--- src/rtl/math_bin2bcd_seq.sv ---
// Sequential 9-bit binary to three-digit BCD converter (double-dabble, one bit per clock).
// Optional macro BCD_BLANK_LEADING_EN blanks leading zero digits to 4'hF on load and reset.
module math_bin2bcd_seq #(
    parameter int IN_WIDTH = 9
) (
    input  logic                i_clk,
    input  logic                i_rst,
    input  logic                i_start,
    input  logic [IN_WIDTH-1:0] i_bin,
    output logic                o_busy,
    output logic                o_done,
    output logic [3:0]          o_bcd_hund,
    output logic [3:0]          o_bcd_tens,
    output logic [3:0]          o_bcd_ones,
    output logic [1:0]          o_dbg_state
);

    // Handshake: i_start is taken only in IDLE, where i_bin is captured on that same edge.
    // o_busy covers SHIFT and DONE; o_done pulses for one cycle as the digits update.
    typedef enum logic [1:0] {
        S_IDLE  = 2'd0,
        S_SHIFT = 2'd1,
        S_DONE  = 2'd2
    } state_t;

`ifdef BCD_BLANK_LEADING_EN
    localparam logic [3:0] RST_LEAD = 4'hF;
`else
    localparam logic [3:0] RST_LEAD = 4'h0;
`endif

    state_t              r_state;
    state_t              w_state_nxt;
    logic [IN_WIDTH-1:0] r_shift;
    logic [11:0]         r_scratch;
    logic [3:0]          r_cnt;
    logic [3:0]          r_hund;
    logic [3:0]          r_tens;
    logic [3:0]          r_ones;

    logic [11:0]         w_adj;
    logic [11:0]         w_scr_nxt;
    logic                w_last;
    logic [3:0]          w_hund_ld;
    logic [3:0]          w_tens_ld;

    // Add-3 correction per nibble; a nibble of at most 9 never carries out.
    always_comb begin
        w_adj = r_scratch;
        for (int i = 0; i < 3; i++) begin
            if (r_scratch[i*4 +: 4] >= 4'd5) begin
                w_adj[i*4 +: 4] = r_scratch[i*4 +: 4] + 4'd3;
            end
        end
    end

    assign w_scr_nxt = {w_adj[10:0], r_shift[IN_WIDTH-1]};
    assign w_last    = (r_cnt == 4'd1);

`ifdef BCD_BLANK_LEADING_EN
    assign w_hund_ld = (w_scr_nxt[11:8] == 4'd0) ? 4'hF : w_scr_nxt[11:8];
    assign w_tens_ld = (w_scr_nxt[11:4] == 8'd0) ? 4'hF : w_scr_nxt[7:4];
`else
    assign w_hund_ld = w_scr_nxt[11:8];
    assign w_tens_ld = w_scr_nxt[7:4];
`endif

    always_comb begin
        w_state_nxt = r_state;
        case (r_state)
            S_IDLE:  if (i_start) w_state_nxt = S_SHIFT;
            S_SHIFT: if (w_last)  w_state_nxt = S_DONE;
            S_DONE:  w_state_nxt = S_IDLE;
            default: w_state_nxt = S_IDLE;
        endcase
    end

    always_ff @(posedge i_clk) begin
        if (i_rst) begin
            r_state   <= S_IDLE;
            r_shift   <= '0;
            r_scratch <= '0;
            r_cnt     <= '0;
            r_hund    <= RST_LEAD;
            r_tens    <= RST_LEAD;
            r_ones    <= 4'h0;
        end else begin
            r_state <= w_state_nxt;
            case (r_state)
                S_IDLE: begin
                    if (i_start) begin
                        r_shift   <= i_bin;
                        r_scratch <= '0;
                        r_cnt     <= 4'(IN_WIDTH);
                    end
                end
                S_SHIFT: begin
                    r_scratch <= w_scr_nxt;
                    r_shift   <= {r_shift[IN_WIDTH-2:0], 1'b0};
                    r_cnt     <= r_cnt - 4'd1;
                    if (w_last) begin
                        r_hund <= w_hund_ld;
                        r_tens <= w_tens_ld;
                        r_ones <= w_scr_nxt[3:0];
                    end
                end
                default: ;
            endcase
        end
    end

    assign o_busy      = (r_state != S_IDLE);
    assign o_done      = (r_state == S_DONE);
    assign o_bcd_hund  = r_hund;
    assign o_bcd_tens  = r_tens;
    assign o_bcd_ones  = r_ones;
    assign o_dbg_state = r_state;

endmodule
--- config.mk ---
export PLATFORM = sky130hd
export DESIGN_NAME = math_bin2bcd_seq
export DESIGN_NICKNAME = d
export VERILOG_FILES = /design/src/rtl/math_bin2bcd_seq.sv
export SDC_FILE = /design/constraint.sdc
export NUM_CORES = 1
export LEC_CHECK = 0
export ABC_AREA = 1
export BUFFER_PORTS_ARGS = -buffer_cell sky130_fd_sc_hd__buf_2
export CORE_MARGIN = 1.5
export CORE_UTILIZATION = 59
export CTS_CLUSTER_DIAMETER = 60
export DETAILED_ROUTE_END_ITERATION = 8
export PLACE_DENSITY_LB_ADDON = 0.05
export SLEW_MARGIN = 20
export SYNTH_ARGS = -nofsm -noshare
export SYNTH_HDL_FRONTEND = slang
export SYNTH_SLANG_ARGS = --single-unit
export TNS_END_PERCENT = 10
--- constraint.sdc ---
create_clock -name i_clk -period 1.95 [get_ports i_clk]
set_clock_uncertainty 0.05 [all_clocks]
set_input_delay 0.2925 -clock i_clk [delete_from_list [all_inputs] [get_ports i_clk]]
set_output_delay 0.2925 -clock i_clk [all_outputs]
set_load 0.02 [all_outputs]
Word-level counts from Yosys, hierarchy flattened
Cells that the tools add are included.
Operators by class
  add/subtract/negate cells: 4
  magnitude comparators: 3
  equal/unequal tests: 5
  muxes and demuxes: 12
  reductions and logical operators: 6
Operators by type and width (count)
  $pmux W12 S2: 1
  $pmux W9 S2: 1
  $ge A4 B3 Y1 const B: 3
  $mux W12: 1
  $mux W4: 3
  $mux W9: 1
  $add A4 B2 Y4 const B: 2
  $pmux W4 S2: 1
  $reduce_and A2 Y1: 3
  $eq A4 B1 Y1 const B: 1
  $mux W2: 2
  $ne A2 B2 Y1 const B: 2
  $pmux W2 S2: 1
  $reduce_bool A2 Y1: 2
  $sub A4 B1 Y4 const B: 1
  $add A3 B2 Y3 const B: 1
  $mux W3: 1
  $eq A2 B1 Y1 const B: 1
  $eq A2 B2 Y1 const B: 1
  $logic_not A2 Y1: 1
Storage, ports and cells
  bits in registers: 39

Depth between registers and ports, before layout
  depth after elaboration: 3
  depth in mapped cells: 9

Worst setup path after synthesis
No wires, ideal clock.
  path type: register to register
  start point: register r_scratch[0]
  end point: register r_ones[1], in the netlist o_bcd_ones[1]
  library setup time: 0.117 ns
  data arrival time: 1.123 ns
  data required time: 1.783 ns
  setup slack: 0.660 ns
  stages on the path, launching flop included: 9
  period minus slack after synthesis: 1.290 ns
  path through: dfxtp_1 > inv_1 > ha_1 > inv_1 > nand2_1 > nand3_1 > nand2_1 > a21oi_1 > nor2_1
On the way
  word-level cells in the longest chain between the ends: 2
RTL lines
  from (decl): RTL line 35  | logic [11:0] r_scratch;
  from (signal assigned): RTL line 98  | r_scratch <= w_scr_nxt;
  $add A4 B2 Y4 or $ge A4 B3 Y1 (tied branches): RTL line 52, 51
  $mux W4 *: RTL line 51  | if (r_scratch[i*4 +: 4] >= 4'd5) begin
  to (signal assigned): RTL line 104  | r_ones <= w_scr_nxt[3:0];
  to (decl): RTL line 39  | logic [3:0] r_ones;
Mark *: on every way between the ends. The rest lies on a longest branch, timed or not.
A chain may end at the register's enable or synchronous reset.

Worst setup path in the final report
  start point: register r_cnt[1]
  end point: register r_ones[2], in the netlist o_bcd_ones[2]
On the way
  word-level cells in the longest chain between the ends: 2
RTL lines
  from (decl): RTL line 36  | logic [3:0] r_cnt;
  from (signal assigned): RTL line 94  | r_cnt <= 4'(IN_WIDTH);
  from (signal assigned): RTL line 100  | r_cnt <= r_cnt - 4'd1;
  $eq A4 B1 Y1: RTL line 58  | assign w_last = (r_cnt == 4'd1);
  $reduce_and A2 Y1 (no source line)
Every way passes these cells.

==> impl_results.md <==
- Syn avg cell area: 7.44 um^2
- Synth Warn #: 0
- Worst slew pin tran: about 400 ps
- Peak supply drop: about 700 uV
- WHS Path Cells: 3
- Clk_lat worst skew: 330 ps
- Worst-path maximum fanout: 15
- Unrepaired setup endpoints after global routing: no
- Worst Reg2Reg Path Length in Cells: 7
- Clock buffer depth: 2
- First-pass GRT wire length: between 6000 and 7000 um
- Crit share post-route: 77.4%
- Register area share after synthesis: a little over two fifths
- CTS Root Buffer Type: clkbuf_4
- WP data arrival: about 1700 ps
- Number of global-route vias before repair: approximately 1400
- Drt first-iter violations: 63
- Total GRT Usage: 23.0%
- Vias per cell: between 5 and 6
- Hold path start: i_bin[0]
- Synth Register Bits: 39
- Max H-tree Level: 2
- Routability cong.: 0.882
- Layout cells sized above 1: approximately 16%
- Hold EP: r_shift[0]
- Initial Util: around 64%
- Final nets: 289
- First drt pass iteration count: 5
- Row count: 19
- Critical R2R Launch: r_cnt[1]
- Fin Setup TNS: 0 ps
- Fillers: 252
- PD cells: 764 nW/um^2
- Synth Instances: 243
- Outcome: finished clean
- Flop2flop setup slack: around 440 ps
- P_leak: between 0.0008 and 0.0009 uW
- Final wirelength: 3560 um
- Element type at the critical path start: flop
- Critical path's top delay family: simple AND/OR/NAND/NOR gates
- Setup WS post-layout: between 400 and 500 ps
- Mapped Nets: ~260
- Antenna cells: 0
- # IOs: 28
- # setup viols final: 0
- Synth cell types: 21
- Placement Setup Slack: roughly 460 ps
- TritonCTS clock tree: built
- Worst Path Required: approximately 2100 ps
- P&R area growth vs syn: 9.97%
- Post-route insts no fill: 301
- Largest net degree at the start of global routing: 24
- Placed Cells: a little under 300
- Cts repair resizes: 0
- Initial antenna violation count: 0
- Mean routed wirelength per cell: between 10 and 15 um
- Chip height: ~58 um
- Final HPWL DP: 2460 um
- Slowest stage delay, CP: 330 ps
- Max capacitance violation total: 0
- Final ANT Viol Nets: 0
- Hold crit path type: in2reg
- Core footprint: 2830 um^2
- Clk sinks: 39
- # DRC: 0
- Critical path class: reg2reg
- Crit path buf inv count: 2
- Post-Syn Area: about 1800 um^2
- Critical Path End Type: flop
- Die area: roughly 3400 um^2
- Fmax: around 0.66 GHz
- Endpoints failing hold: 0
- Reg2reg end: o_bcd_ones[2]
- Minimum clock period: roughly 1500 ps
- Overflow after GRT: 0
- Reg clk slew, reported paths: roughly 110 ps
- Fin util: between 70% and 80%
- Crit-path cells: inv_1 -> ha_1 -> nand3_1 -> nor2_4 -> inv_2 -> a21oi_1 -> nor2_1
- Worst rel slew slack: between 70% and 80%
- Number of setup buffers added after CTS: 0
- Routed vias: 1616
- CTS Buf Count: 5
- Die width: approximately 58 um
- CP max-delay cell: dfxtp_1
- Post-CTS Hold Fix Bufs: 0
- I/O Buffers: 27
- Slew Viols, Final: 0
## flip-flops by register name (all words and copies together), names as in the netlist
signal,cells
o_dbg_state,2
r_cnt,4
o_bcd_hund,4
r_scratch,12
r_shift,9
o_bcd_ones,4
o_bcd_tens,4
## kinds of logic (layout without fill, tap and decap cells)
logic type               after synthesis  count (layout)  synth area share [%]
AND/OR/NAND/NOR                      104             104                  24.7
AO/OA/AOI/OAI                         58              58                  17.5
flip-flops                            39              39                  43.2
buffers and inverters                 34              61                  9.07
adder cells (fa/ha/maj)                8               8                  5.54
## cell usage after synthesis
cell type | number | area [um^2]
nand2_1 | 59 | 221
inv_2 | 4 | 15.0
a22oi_1 | 8 | 60.1
a21oi_1 | 35 | 175
nand4_1 | 6 | 37.5
clkbuf_1 | 1 | 3.75
inv_1 | 21 | 78.8
buf_1 | 1 | 3.75
nand2_2 | 3 | 18.8
ha_1 | 8 | 100
dfxtp_1 | 39 | 781
nor2_4 | 1 | 11.3
o21ai_0 | 12 | 60.1
buf_4 | 1 | 7.51
and2_1 | 1 | 6.26
buf_2 | 2 | 10.0
o22ai_1 | 1 | 6.26
nand3_1 | 19 | 95.1
o21bai_1 | 2 | 15.0
nor2_1 | 15 | 56.3
buf_6 | 4 | 45.0
## where the power goes
group / internal, uW / total (uW) / leakage [uW] / switching [uW]
clock network: 212 / 457 / 0.0000386 / 245
logic: 65.2 / 206 / 0.000528 / 141
registers: 834 / 855 / 0.000317 / 21.3
total: 1110 / 1520 / 0.000884 / 407
## layer usage
metal,part of all wire (%),wire length [um],vias to the layer above,track usage (%)
met5,0,0,-,0
met4,0.98,35,0,8.31
met3,6.7,238,2,5.49
met2,45,1590,49,36.4
met1,47,1690,705,30.7
li1,-,-,860,-
## through the flow
step / hold WS, ps / total power [uW] / cell area [um^2]
2_1_floorplan: 389 / 1040 / 1810
3_3_place_gp: 404 / 1070 / 1920
3_5_place_dp: 404 / 1080 / 1920
4_1_cts: 143 / 1530 / 1990
5_1_grt: 169 / 1600 / 1990
6_report: 155 / 1520 / 1990
## final cells by class
class / count / area (um^2) / share of cell area, %
Multi-Input combinational cell: 170 / 863 / 43.4
Inverter: 25 / 93.8 / 4.72
Tap cell: 31 / 38.8 / 1.95
Timing Repair Buffer: 28 / 143 / 7.17
Sequential cell: 39 / 781 / 39.3
Clock buffer: 8 / 68.8 / 3.46
## cell usage in the layout (no fill, tap or decap), drive strengths merged, types with 6 or more instances in the layout
| cell type | Yosys | routed |
|---|---|---|
| inv | 25 | 25 |
| nand4 | 6 | 6 |
| clkbuf | 1 | 8 |
| a21oi | 35 | 35 |
| dfxtp | 39 | 39 |
| nand2 | 62 | 62 |
| o21ai | 12 | 12 |
| a22oi | 8 | 8 |
| nor2 | 16 | 16 |
| buf | 8 | 28 |
| nand3 | 19 | 19 |
| ha | 8 | 8 |
## worst max-delay path by stage
stage	start	to	slack (ps)	cells past startpoint
after global routing	r_cnt[1]	o_bcd_tens[2]	290	7
after floorplan	r_scratch[0]	o_bcd_ones[1]	660	8
after CTS	r_cnt[1]	o_bcd_tens[2]	450	7
final	r_cnt[1]	o_bcd_ones[2]	440	7
after global placement	r_cnt[1]	o_bcd_hund[1]	520	7
after detailed placement	r_cnt[1]	o_bcd_tens[2]	460	7
## worst register-to-register path, stage by stage (launching register included)
cell and delay (ps):
dfxtp_1 330, inv_1 90, ha_1 140, nand3_1 130, nor2_4 290, inv_2 180
a21oi_1 150, nor2_1 50
(Power assumes the default switching activity.)
